### src/rtl/operand_fetch.sv
// operand_fetch: decode/issue stage between an instruction source and execute.
//
// Holds a 16-entry scoreboard of in-flight destination registers, stalls on
// read-after-write and write-after-write hazards, optionally forwards the
// writeback bus into the operands, and holds one registered operand bundle
// for the execute stage under a valid/ready handshake.
//
// Ports
//   clk                       single clock, rising edge
//   reset                     asynchronous, active-low
//   instr_valid/instr         upstream instruction and its valid flag
//   instr_ready               combinational accept for the current instruction
//   rf_readReg1/2             register file read addresses (rs1/rs2 of instr)
//   rf_readData1/2            register file read data
//   wb_valid/wb_reg/wb_data   writeback bus (also drives the register file)
//   ex_valid/ex_ready         operand bundle handshake to execute
//   ex_opcode/rd/opA/opB/imm  registered operand bundle
//   flush                     discard the held bundle
//   stall_cnt                 saturating count of hazard-stall cycles
module operand_fetch #(
  parameter int BYPASS_EN = 1
) (
  input  logic        clk,
  input  logic        reset,
  input  logic        instr_valid,
  input  logic [31:0] instr,
  output logic        instr_ready,
  output logic [3:0]  rf_readReg1,
  output logic [3:0]  rf_readReg2,
  input  logic [31:0] rf_readData1,
  input  logic [31:0] rf_readData2,
  input  logic        wb_valid,
  input  logic [3:0]  wb_reg,
  input  logic [31:0] wb_data,
  output logic        ex_valid,
  input  logic        ex_ready,
  output logic [3:0]  ex_opcode,
  output logic [3:0]  ex_rd,
  output logic [31:0] ex_opA,
  output logic [31:0] ex_opB,
  output logic [15:0] ex_imm,
  input  logic        flush,
  output logic [15:0] stall_cnt
);

  localparam logic       BYP        = (BYPASS_EN != 0);
  localparam logic [3:0] OP_NOP     = 4'hF;
  localparam logic [3:0] OP_LAST_WR = 4'hB;

  logic [3:0]  opcode, rd, rs1, rs2;
  logic [15:0] imm;
  logic        writes_rd, reads_src;
  logic        byp1, byp2, rs1_ok, rs2_ok, rd_ok;
  logic        hazard, issue;
  logic        ex_writes_rd;
  logic [15:0] busy, busy_next;

  assign opcode = instr[31:28];
  assign rd     = instr[27:24];
  assign rs1    = instr[23:20];
  assign rs2    = instr[19:16];
  assign imm    = instr[15:0];

  assign rf_readReg1 = rs1;
  assign rf_readReg2 = rs2;

  assign writes_rd    = (opcode <= OP_LAST_WR);
  assign reads_src    = (opcode != OP_NOP);
  assign ex_writes_rd = (ex_opcode <= OP_LAST_WR);

  assign byp1 = BYP && wb_valid && (wb_reg == rs1);
  assign byp2 = BYP && wb_valid && (wb_reg == rs2);

  assign rs1_ok = !busy[rs1] || byp1;
  assign rs2_ok = !busy[rs2] || byp2;
  // A pending destination may be re-targeted in the cycle its writeback
  // lands: the clear and the new set coincide and the set wins.
  assign rd_ok  = !busy[rd] || (wb_valid && (wb_reg == rd));

  assign hazard = instr_valid && reads_src &&
                  (!rs1_ok || !rs2_ok || (writes_rd && !rd_ok));

  assign instr_ready = (!ex_valid || ex_ready) && !hazard && !flush;
  assign issue       = instr_valid && instr_ready;

  // Order matters: writeback clear, then flush clear, then issue set.
  always_comb begin
    busy_next = busy;
    if (wb_valid)
      busy_next[wb_reg] = 1'b0;
    if (flush && ex_valid && ex_writes_rd)
      busy_next[ex_rd] = 1'b0;
    if (issue && writes_rd)
      busy_next[rd] = 1'b1;
  end

  always_ff @(posedge clk or negedge reset) begin
    if (!reset) begin
      busy      <= '0;
      stall_cnt <= '0;
      ex_valid  <= 1'b0;
      ex_opcode <= '0;
      ex_rd     <= '0;
      ex_opA    <= '0;
      ex_opB    <= '0;
      ex_imm    <= '0;
    end else begin
      busy <= busy_next;

      if (hazard && (stall_cnt != 16'hFFFF))
        stall_cnt <= stall_cnt + 16'd1;

      if (flush) begin
        ex_valid <= 1'b0;
      end else if (issue) begin
        ex_valid  <= 1'b1;
        ex_opcode <= opcode;
        ex_rd     <= rd;
        ex_opA    <= byp1 ? wb_data : rf_readData1;
        ex_opB    <= byp2 ? wb_data : rf_readData2;
        ex_imm    <= imm;
      end else if (ex_ready) begin
        ex_valid <= 1'b0;
      end
    end
  end

endmodule

### config.mk
export PLATFORM = sky130hd
export DESIGN_NAME = operand_fetch
export DESIGN_NICKNAME = d
export VERILOG_FILES = /design/src/rtl/operand_fetch.sv
export SDC_FILE = /design/constraint.sdc
export NUM_CORES = 1
export LEC_CHECK = 0
export BUFFER_PORTS_ARGS = -buffer_cell sky130_fd_sc_hd__buf_2
export CAP_MARGIN = 20
export CORE_MARGIN = 4
export CORE_UTILIZATION = 40
export CTS_CLUSTER_SIZE = 20
export DETAILED_ROUTE_END_ITERATION = 8
export PLACE_DENSITY = 0.75
export SKIP_LAST_GASP = 1
export SYNTH_ARGS = -nofsm -noshare
export SYNTH_HDL_FRONTEND = slang
export SYNTH_SLANG_ARGS = --single-unit
export TNS_END_PERCENT = 100
### constraint.sdc
create_clock -name clk -period 3.9 [get_ports clk]
set_clock_uncertainty 0.1 [all_clocks]
set_input_delay 0.78 -clock clk [delete_from_list [all_inputs] [get_ports clk]]
set_output_delay 0.78 -clock clk [all_outputs]
set_load 0.005 [all_outputs]
==> qor.txt <==
Antenna-violating nets left -> 0
Total CTS buffers -> 17
Sequential fraction of the synthesis area -> 48.5%
Worst setup SP type -> primary input
Top-level I/O count -> 252
# DRC -> 0
Worst Reg-to-Reg Cells -> 7
Largest net degree at the start of global routing -> 87
Critical setup path kind -> in2out
Critical Path Start -> wb_reg[1]
CP delay by family, top -> simple AND/OR/NAND/NOR gates
GP Congestion -> 0.994
Worst Tran Pin Value -> 0.773 ns
Worst EP arrival -> 2.48 ns
Share of layout cells above drive strength 1 -> 41.4%
P&R area growth vs syn -> 32.2%
Worst Path Max Fanout -> 6
First-pass GRT wire length -> 27.4 mm
Synth top area share -> 48.5%
H-tree levels -> 4
Setup tns final -> 0 ns
Grt ovf -> 0
Pins Over Slew Limit -> 0
Number of hold buffers added after cts -> 0
Initial Util -> 40.9%
Setup crit end kind -> output port
Worst hold-check path type -> reg2reg
Final wirelength -> 17.3 mm
Diodes inserted -> 0
DRT iter0 DRCs -> 317
Slowest CP cell -> or4_2
CTS Buffer Depth -> 2
DP Wirelength -> 12.9 mm
F_max -> 298 MHz
Die area -> 0.0177 mm2
Die extent in x -> 133 um
Number of detailed-route iterations in the first pass -> 5
Status -> finished, final reports clean
Core Box Area -> 0.0153 mm2
Library cells used by synthesis -> 44
Latest clock arrival within the worst-skew pair -> 0.41 ns
RSZ-0062 raised after global routing -> false
Root buf cell -> clkbuf_16
Leak -> 4.33 nW
Buf+Inv Stages, Crit Path -> 3
Final core occ -> 54.1%
Top FF cell, synth -> dfrtp_1
Min-Delay Endpoint -> ex_opA[2]
Hold path start -> ex_opA[2]
Final Critical Period -> 3.36 ns
Port Buffers -> 251
Buffer count from post-CTS setup fixing -> 0
Reg2reg end -> ex_imm[14]
Max stage delay on crit path -> 0.72 ns
Top cells by area, synth -> dfrtp_1, mux2i_1, mux2_4
Final period util -> 86.2%
Hold depth -> 2
Ys async rst share -> 100%
CTS tree -> done
R2r setup slk -> 1.33 ns
Most frequent CP cell -> buf_2
CTS sink cnt -> 121
Synth Instances -> 565
DR vias -> 5,273
Syn avg cell area -> 11.1 um2
Critical R2R Launch -> busy[14]
Via density per instance -> 5.17
Max IR drop VDD -> 292 uV
Slew HR -> 48.5%
Yosys reg bits -> 121
CP Cell Sequence -> buf_2 > inv_2 > a22o_1 > or4_2 > a31oi_4 > and3_1 > buf_2
Leading area contributor after synthesis -> dfrtp_1
Max-cap violation count -> 0
Setup violators final -> 0
Mapped cell area -> 0.00624 mm2
Pwr per Cell Area -> 555 mW/mm2
Count of flip-flops with a built-in enable after synthesis -> 0
Final nets -> 937
WL/cell -> 16.9 um
Req. time, crit path -> 3.02 ns
Synth Warn # -> 0
CTS-repair resized insts -> 0
Syn nets -> 704
Clk slew on worst S/H paths -> 0.05 ns
Vias in the first global route -> 5,308
Final Hold Viols -> 0
Row Count -> 45
Initial antenna violation count -> 0
GRT Overall Usage -> 19.6%
Die height -> 133 um
-- synthesized netlist by cell type, types with 2 or more instances --
master,number
dfrtp_1,121
nand2_1,91
o21ai_1,70
mux2i_1,69
clkbuf_1,25
mux2_4,24
xnor2_1,21
nand3_1,17
o221ai_1,16
mux4_2,11
buf_2,9
nand2b_1,9
buf_4,8
nor2_1,7
o31ai_1,6
and3_1,5
inv_1,5
buf_6,4
nand3b_1,4
nand4_1,4
nor2b_1,3
nor3_1,3
o21ai_0,3
o22ai_1,3
o41ai_2,3
xor2_1,3
and4_1,2
mux2_2,2
or2_2,2
-- how the worst max path moves through the flow --
stage	slack, ns	endpoint	depth (start not counted)
CTS	0.55	instr_ready	7
global route	0.47	instr_ready	7
finish	0.54	instr_ready	7
floorplan	0.84	instr_ready	7
global placement	0.57	instr_ready	7
detailed placement	0.56	instr_ready	7
-- cell families after synthesis --
group | after synthesis | synth area share [%]
AOI/OAI and AO/OA | 111 | 11.4
xor gates and xnor gates | 24 | 3.37
adders and majority gates | 1 | 0.200
buffers and inverters | 52 | 4.27
DFF | 121 | 48.5
muxes | 106 | 21.2
and+or+nand+nor | 150 | 11.1
-- cell type report --
class / instances / area (um2)
Sequential cell: 121 / 3030
Tap cell: 211 / 264
Clock buffer: 24 / 502
Fill cell: 1398 / 7000
Multi-Input combinational cell: 392 / 2950
Timing Repair Buffer: 260 / 1350
Clock inverter: 6 / 136
Inverter: 6 / 22.5
-- tightest hold or removal path, delay by kind of cell (launching register included) --
kind / cells / cell delay [ns]
DFF: 1 / 0.33
AOI/OAI and AO/OA: 1 / 0.06
and+or+nand+nor: 1 / 0.05
-- registers in the layout, indices dropped and copies added (netlist names) --
| register | count |
|---|---|
| ex_opA | 32 |
| ex_opB | 32 |
| busy | 16 |
| ex_imm | 16 |
| stall_cnt | 16 |
| ex_opcode | 4 |
| ex_rd | 4 |
| ex_valid | 1 |
-- through the flow --
step | total power, mW | worst slack, ns | cell area, um2 | hold slack, ns | cells
floorplan | 2.37 | 0.844 | 6240 | 0.379 | 565
global placement | 2.90 | 0.569 | 7620 | 0.363 | 990
detailed placement | 2.92 | 0.562 | 7620 | 0.370 | 990
CTS | 4.63 | 0.554 | 8250 | 0.382 | 1020
global route | 4.85 | 0.468 | 8250 | 0.402 | 1020
finish | 4.58 | 0.539 | 8250 | 0.374 | 1020
-- layout by cell type (no fill, tap or decap), drive strengths merged, types with 2 or more instances in the layout --
| cell type | synthesis | final |
|---|---|---|
| mux4 | 11 | 11 |
| nand2b | 9 | 9 |
| nand3 | 17 | 17 |
| xnor2 | 21 | 21 |
| nand4 | 5 | 5 |
| clkbuf | 25 | 24 |
| o41ai | 3 | 3 |
| or2 | 2 | 2 |
| nor2b | 3 | 3 |
| o22ai | 3 | 3 |
| buf | 21 | 260 |
| nor3 | 3 | 3 |
| o221ai | 16 | 16 |
| nand3b | 4 | 4 |
| xor2 | 3 | 3 |
| o31ai | 6 | 6 |
| dfrtp | 121 | 121 |
| nor2 | 7 | 7 |
| mux2 | 26 | 26 |
| nand2 | 91 | 91 |
| bufinv | 0 | 4 |
| and4 | 2 | 2 |
| and3 | 5 | 5 |
| mux2i | 69 | 69 |
| inv | 6 | 6 |
| o21ai | 73 | 73 |
-- per-layer routing --
layer  routed length (um)  track usage [%]
met2                 8170             31.4
met3                 1640             6.12
met5                    0                0
met1                 6920             24.2
met4                  539             9.12
-- power by group --
part / leakage (nW) / internal, mW / total, mW / switching, mW
registers: 1.51 / 1.57 / 1.80 / 0.232
logic: 2.51 / 0.579 / 1.10 / 0.522
clock network: 0.309 / 1.15 / 1.68 / 0.534
Note: power is estimated with default switching activity, not from simulation.
